## config.mk

```make
export PLATFORM = sky130hd
export DESIGN_NAME = alu_exec
export DESIGN_NICKNAME = d
export VERILOG_FILES = /design/src/rtl/alu_exec_pkg.sv /design/src/rtl/alu_exec_core.sv /design/src/rtl/alu_exec.sv
export SDC_FILE = /design/constraint.sdc
export NUM_CORES = 1
export LEC_CHECK = 0
export ABC_AREA = 0
export CORE_MARGIN = 2
export CORE_UTILIZATION = 50
export CTS_BUF_LIST = sky130_fd_sc_hd__clkbuf_2 sky130_fd_sc_hd__clkbuf_4 sky130_fd_sc_hd__clkbuf_8
export CTS_CLUSTER_SIZE = 25
export DETAILED_ROUTE_END_ITERATION = 8
export PLACE_DENSITY = 0.81
export SYNTH_ARGS = -nofsm -noshare
export SYNTH_HDL_FRONTEND = slang
export SYNTH_SLANG_ARGS = --single-unit
export TNS_END_PERCENT = 50
```

## constraint.sdc

```tcl
create_clock -name clk -period 3.4 [get_ports clk]
set_input_delay 0.68 -clock clk [delete_from_list [all_inputs] [get_ports clk]]
set_output_delay 0.68 -clock clk [all_outputs]
set_load 0.02 [all_outputs]
```

## src/rtl/alu_exec_pkg.sv

```systemverilog
// Shared widths, instruction-type codes and helper types for the arithmetic execution path.
// The codes match the ones used by the decoder and the reservation station.
package alu_exec_pkg;

    localparam int RLEN = 32;
    localparam int RBID = 4;
    localparam int ILEN = 6;

    localparam logic TRUE  = 1'b1;
    localparam logic FALSE = 1'b0;

    localparam logic [ILEN-1:0] INS_ADD   = 6'd1;
    localparam logic [ILEN-1:0] INS_SUB   = 6'd2;
    localparam logic [ILEN-1:0] INS_AND   = 6'd3;
    localparam logic [ILEN-1:0] INS_OR    = 6'd4;
    localparam logic [ILEN-1:0] INS_XOR   = 6'd5;
    localparam logic [ILEN-1:0] INS_SLL   = 6'd6;
    localparam logic [ILEN-1:0] INS_SRL   = 6'd7;
    localparam logic [ILEN-1:0] INS_SRA   = 6'd8;
    localparam logic [ILEN-1:0] INS_SLT   = 6'd9;
    localparam logic [ILEN-1:0] INS_SLTU  = 6'd10;
    localparam logic [ILEN-1:0] INS_ADDI  = 6'd11;
    localparam logic [ILEN-1:0] INS_ANDI  = 6'd12;
    localparam logic [ILEN-1:0] INS_ORI   = 6'd13;
    localparam logic [ILEN-1:0] INS_XORI  = 6'd14;
    localparam logic [ILEN-1:0] INS_SLLI  = 6'd15;
    localparam logic [ILEN-1:0] INS_SRLI  = 6'd16;
    localparam logic [ILEN-1:0] INS_SRAI  = 6'd17;
    localparam logic [ILEN-1:0] INS_SLTI  = 6'd18;
    localparam logic [ILEN-1:0] INS_SLTIU = 6'd19;
    localparam logic [ILEN-1:0] INS_LUI   = 6'd20;
    localparam logic [ILEN-1:0] INS_BEQ   = 6'd21;
    localparam logic [ILEN-1:0] INS_BNE   = 6'd22;
    localparam logic [ILEN-1:0] INS_BLT   = 6'd23;
    localparam logic [ILEN-1:0] INS_BGE   = 6'd24;
    localparam logic [ILEN-1:0] INS_BLTU  = 6'd25;
    localparam logic [ILEN-1:0] INS_BGEU  = 6'd26;
    localparam logic [ILEN-1:0] INS_JALR  = 6'd27;

    typedef struct packed {
        logic [RLEN-1:0] result;
        logic            is_branch;
        logic            cond;
    } alu_res_t;

endpackage

```

## src/rtl/alu_exec_core.sv

```systemverilog
// Combinational RV32I integer datapath: result value, branch marker and branch condition
// as a pure function of the instruction type and the two operands.
module alu_core
    import alu_exec_pkg::*;
(
    input  logic [ILEN-1:0] insty,
    input  logic [RLEN-1:0] val1,
    input  logic [RLEN-1:0] val2,
    output alu_res_t        res
);

    logic [RLEN-1:0] sum;
    logic [RLEN-1:0] diff;
    logic [4:0]      shamt;
    logic            lt_s;
    logic            lt_u;
    logic            eq;

    assign sum   = val1 + val2;
    assign diff  = val1 - val2;
    assign shamt = val2[4:0];
    assign lt_s  = $signed(val1) < $signed(val2);
    assign lt_u  = val1 < val2;
    assign eq    = val1 == val2;

    always_comb begin
        res.result    = '0;
        res.is_branch = FALSE;
        res.cond      = FALSE;
        case (insty)
            INS_ADD, INS_ADDI:   res.result = sum;
            INS_SUB:             res.result = diff;
            INS_AND, INS_ANDI:   res.result = val1 & val2;
            INS_OR,  INS_ORI:    res.result = val1 | val2;
            INS_XOR, INS_XORI:   res.result = val1 ^ val2;
            INS_SLL, INS_SLLI:   res.result = val1 << shamt;
            INS_SRL, INS_SRLI:   res.result = val1 >> shamt;
            INS_SRA, INS_SRAI:   res.result = $unsigned($signed(val1) >>> shamt);
            INS_SLT, INS_SLTI:   res.result = {{(RLEN-1){1'b0}}, lt_s};
            INS_SLTU, INS_SLTIU: res.result = {{(RLEN-1){1'b0}}, lt_u};
            INS_LUI:             res.result = val2;
            INS_BEQ, INS_BNE, INS_BLT, INS_BGE, INS_BLTU, INS_BGEU: begin
                res.is_branch = TRUE;
                case (insty)
                    INS_BEQ:  res.cond = eq;
                    INS_BNE:  res.cond = !eq;
                    INS_BLT:  res.cond = lt_s;
                    INS_BGE:  res.cond = !lt_s;
                    INS_BLTU: res.cond = lt_u;
                    default:  res.cond = !lt_u;
                endcase
                res.result = {{(RLEN-1){1'b0}}, res.cond};
            end
            INS_JALR: begin
                // Target LSB is forced to zero as JALR requires.
                res.result    = {sum[RLEN-1:1], 1'b0};
                res.is_branch = TRUE;
                res.cond      = TRUE;
            end
            default: ;
        endcase
    end

endmodule

```

## src/rtl/alu_exec.sv

```systemverilog
// Arithmetic execution unit: accepts one RS issue per cycle, computes it in alu_core and
// broadcasts the registered result one cycle later; also counts accepted operations.
module alu_exec
    import alu_exec_pkg::*;
#(
    parameter int RLEN_W = RLEN,
    parameter int RBID_W = RBID,
    parameter int ILEN_W = ILEN
) (
    input  logic              clk,
    input  logic              rst_n,
    input  logic              rdy,
    input  logic              jp_wrong,
    input  logic              ari_ins_flag,
    input  logic [ILEN_W-1:0] ari_insty,
    input  logic [RLEN_W-1:0] ari_val1,
    input  logic [RLEN_W-1:0] ari_val2,
    input  logic [RBID_W-1:0] ari_ROB_idx,
    output logic              val_flag_RS,
    output logic [RBID_W-1:0] val_idx_RS,
    output logic [RLEN_W-1:0] val_RS,
    output logic              br_flag,
    output logic              br_taken,
    output logic [31:0]       op_count
);

    alu_res_t          core_res;

    logic              flag_q,     flag_d;
    logic [RBID_W-1:0] idx_q,      idx_d;
    logic [RLEN_W-1:0] val_q,      val_d;
    logic              br_flag_q,  br_flag_d;
    logic              br_taken_q, br_taken_d;
    logic [31:0]       count_q,    count_d;

    alu_core u_core (
        .insty (ari_insty),
        .val1  (ari_val1),
        .val2  (ari_val2),
        .res   (core_res)
    );

    // Priority: flush, then stall (everything holds), then accept or idle.
    always_comb begin
        flag_d     = flag_q;
        idx_d      = idx_q;
        val_d      = val_q;
        br_flag_d  = br_flag_q;
        br_taken_d = br_taken_q;
        count_d    = count_q;
        if (jp_wrong) begin
            flag_d     = FALSE;
            br_flag_d  = FALSE;
            br_taken_d = FALSE;
        end else if (rdy) begin
            if (ari_ins_flag) begin
                flag_d     = TRUE;
                idx_d      = ari_ROB_idx;
                val_d      = core_res.result;
                br_flag_d  = core_res.is_branch;
                br_taken_d = core_res.cond;
                count_d    = count_q + 32'd1;
            end else begin
                flag_d     = FALSE;
                br_flag_d  = FALSE;
                br_taken_d = FALSE;
            end
        end
    end

    always_ff @(posedge clk or negedge rst_n) begin
        if (!rst_n) begin
            flag_q     <= FALSE;
            idx_q      <= '0;
            val_q      <= '0;
            br_flag_q  <= FALSE;
            br_taken_q <= FALSE;
            count_q    <= '0;
        end else begin
            flag_q     <= flag_d;
            idx_q      <= idx_d;
            val_q      <= val_d;
            br_flag_q  <= br_flag_d;
            br_taken_q <= br_taken_d;
            count_q    <= count_d;
        end
    end

    assign val_flag_RS = flag_q;
    assign val_idx_RS  = idx_q;
    assign val_RS      = val_q;
    assign br_flag     = br_flag_q;
    assign br_taken    = br_taken_q;
    assign op_count    = count_q;

endmodule
```

==> results.toml <==
[clock_tree]
ctsRootBufferMaster = "clkbuf_8"
clock_latency_ns = 0.38
hold_buffers = 0
cts_buffers = 9
clockBufferDepth = 2
cts.sinks = 71
cts_tree = "built"
htreeDepth = 3
clk_pin_slew_ns = 0.08

[routing]
dr.pass1.iters = 7
wl_per_cell_um = 24.3
routed-via-count = 15800
drt_iter0_drc = 2327
post-route-drc-count = 0
ant_nets = 0
wirelength_um = 58400
via_per_inst = 6.55

[yosys]
syn_area_um2 = 11900
synth_fa_ha_area_frac = 0.106
synth_nets = 1775
synthArstFlopShare = 1.00
synth.distinct_cells = 87
synth-xor-area-share = 0.0323
avgSynthCellArea_um2 = 7.47
synth_edf_count = 0
yosys_warnings = 0
synth_compound_area_frac = 0.313
yosys.area_share.simple = 0.196
ys_seq_area_frac = 0.149
synth_flop_cell = "dfrtp_1"
postSynthCellCount = 1596
synth_top_family_by_area = "compound AO/OA/AOI/OAI gates"
ys_ff_latch = 71
synthMuxAreaShare = 0.126

[timing]
rsz0062_at_grt = "true"
post-route-period-util = 0.987
layout_setup_ws_ns = 0.0455
fin_crit_ns = 3.35
setup_violations = 0
hold_slack_ns = 0.431
finalHoldViolCount = 0
max-slew-margin-rel = 0.361
clock_skew_ns = 0.00697
fmax_ghz = 0.298
tightest_slew_ns = 0.959
maxSlewViolCount = 0

[worst_setup_path]
end_kind = "flip-flop"
cp.required_ns = 3.63
cp.arrival_ns = 3.59
r2r-start = "op_count[0]$_DFFE_PN0P_"
cp_max_fo = 7
critical_path_class = "in -> reg"
start_kind = "input port"
crit_start = "ari_val1[10]"

[floorplanning]
die_y_um = 158
start_util = 0.509
die_x_um = 158
num_rows = 56
die_area_um2 = 25100
top_level_ports = 150
core_area_um2 = 23400

[global_routing]
grt.met2_usage = 0.707
grt_pass1_wl_um = 85600
grt_pass1_vias = 14800
grt_usage = 0.453
grt_start_max_net_pins = 79
grt_util_met1 = 0.588
grt_overflow = 0
antenna_found_initial = 0
gr-max-usage-layer = "met2"
use_met3 = 0.111

[placed_design]
io_buffers = 149
pre_cts_ws_ns = -0.746
hpwl_um = 45600
routabilityCongestion = 1.06
dp.cells = 2378

[power]
pwr-share-seq = 0.227
finalPower_mw = 4.29
p_sw_mw = 1.83
p_leak_nw = 8.03
p_int_mw = 2.46
pwr-share-comb = 0.595
power.density_nw_per_um2 = 244
ir_worst_vdd_v = 0.000203
p_sw_frac = 0.427
power_frac_clock = 0.178

[flow_run]
maxCapViolCount = 0

[min_path]
hold_path_class = "in -> async"

[layout]
insertedDiodeCount = 0
area_delta_synth_final_pct = 47.6
layout.nets = 2262
fin_cells = 2407
drive_above_1_share = 0.296

[run_status]
status = "finished, final reports clean"
[per-layer routing]
metal	wire length, um	part of all wire
met2	25300	0.43
met5	0	0
met4	3100	0.053
met1	22100	0.38
met3	7860	0.13
[cells in the mapped netlist (15+ instances only)]
master,number,area (um^2)
a221oi_1,19,166
mux2i_1,47,470
a222oi_1,15,150
a211oi_1,20,150
nor2_1,185,694
and3_1,18,113
nand2_1,126,473
nor3_1,34,170
a21o_1,19,143
nor2b_1,15,93.8
a21oi_1,138,691
dfrtp_1,71,1780
o21ai_0,106,531
o22ai_1,16,100
mux2_2,20,225
a22oi_1,19,143
inv_1,96,360
buf_2,38,190
clkbuf_1,66,248
o211ai_1,29,218
nand4_1,17,106
xnor2_1,35,307
ha_1,98,1230
nand3_1,40,200
mux4_2,36,811
a31oi_1,20,125
[timing repair]
| action | 4_1_cts | 5_1_grt |
|---|---|---|
| pin swaps | 12 | 31 |
| buffers inserted | 4 | 9 |
| endpoints found under the setup margin | 18 | 19 |
| gates resized for setup | 31 | 87 |
[registers in the layout, indices dropped and copies added, names as in the netlist]
signal / cells
op_count: 32
val_idx_RS: 4
br_flag: 1
br_taken: 1
val_RS: 32
val_flag_RS: 1
[per-stage QoR]
| stage | instance area [um^2] | utilization | TNS, ns |
|---|---|---|---|
| finish | 17600 | 0.751 | 0 |
| global route | 17600 | 0.751 | -0.180 |
| CTS | 17100 | 0.732 | -0.00336 |
| detailed placement | 16800 | 0.716 | -12.53 |
| global placement | 16800 | 0.716 | -10.39 |
| floorplan | 12000 | - | -0.000606 |
[cell families after synthesis]
group,Yosys count
mux,103
fa+ha+maj,100
compound gates,553
simple gates,504
buf+inv,221
flops,71
xor+xnor,44
[critical path, cell delays in order]
cell,delay [ns]
clkdlybuf4s50_1,0.48
buf_4,0.19
ha_2,0.21
nor2b_4,0.15
o21ai_1,0.10
buf_4,0.16
a311oi_4,0.32
a311o_1,0.29
a21oi_2,0.11
buf_4,0.15
o211ai_1,0.16
nand2_1,0.10
a222oi_1,0.31
o21ai_1,0.18
[path summary, 6_finish.rpt]
path | to | slack, ns | cells after the start
worst min-delay path | val_RS[31]$_DFFE_PN0P_ | 0.43 | 1
worst min register to register | op_count[31]$_DFFE_PN0P_ | 0.47 | 1
min in group clk | op_count[31]$_DFFE_PN0P_ | 0.47 | 1
max in group asynchronous | val_RS[9]$_DFFE_PN0P_ | 2.34 | 1
worst max-delay path | val_RS[22]$_DFFE_PN0P_ | 0.05 | 14
worst max register to register | op_count[20]$_DFFE_PN0P_ | 0.87 | 9
[power by group through the flow]
stage | logic, mW | registers [mW] | clock network (mW)
after floorplan | 1.09 | 1.05 | 0
after global placement | 2.30 | 0.986 | 0
after detailed placement | 2.33 | 0.988 | 0
after CTS | 2.38 | 0.972 | 0.759
after global routing | 2.69 | 0.980 | 0.794
final | 2.55 | 0.973 | 0.765
[layout make-up]
class	count	area [um^2]
multi-input cells	1304	9720
fillers	1804	5820
repair buffers	598	5100
flip-flops and latches	71	1780
well taps	319	399
inverters	99	382
clock buffers	11	145
clock inverters	5	63.8
[cells in the final DEF, fill, tap and decap left out, drive strengths merged, types with 36 or more instances in the layout]
| master | synthesis | layout |
|---|---|---|
| dfrtp | 71 | 71 |
| mux4 | 36 | 36 |
| inv | 99 | 102 |
| o21ai | 119 | 119 |
| ha | 98 | 98 |
| nor2 | 186 | 186 |
| nand3 | 40 | 40 |
| buf | 56 | 454 |
| nand2 | 126 | 126 |
| a21oi | 140 | 140 |
| clkdlybuf4s50 | 0 | 126 |
| mux2i | 47 | 47 |
No activity file was read; power rests on OpenSTA's default activity.
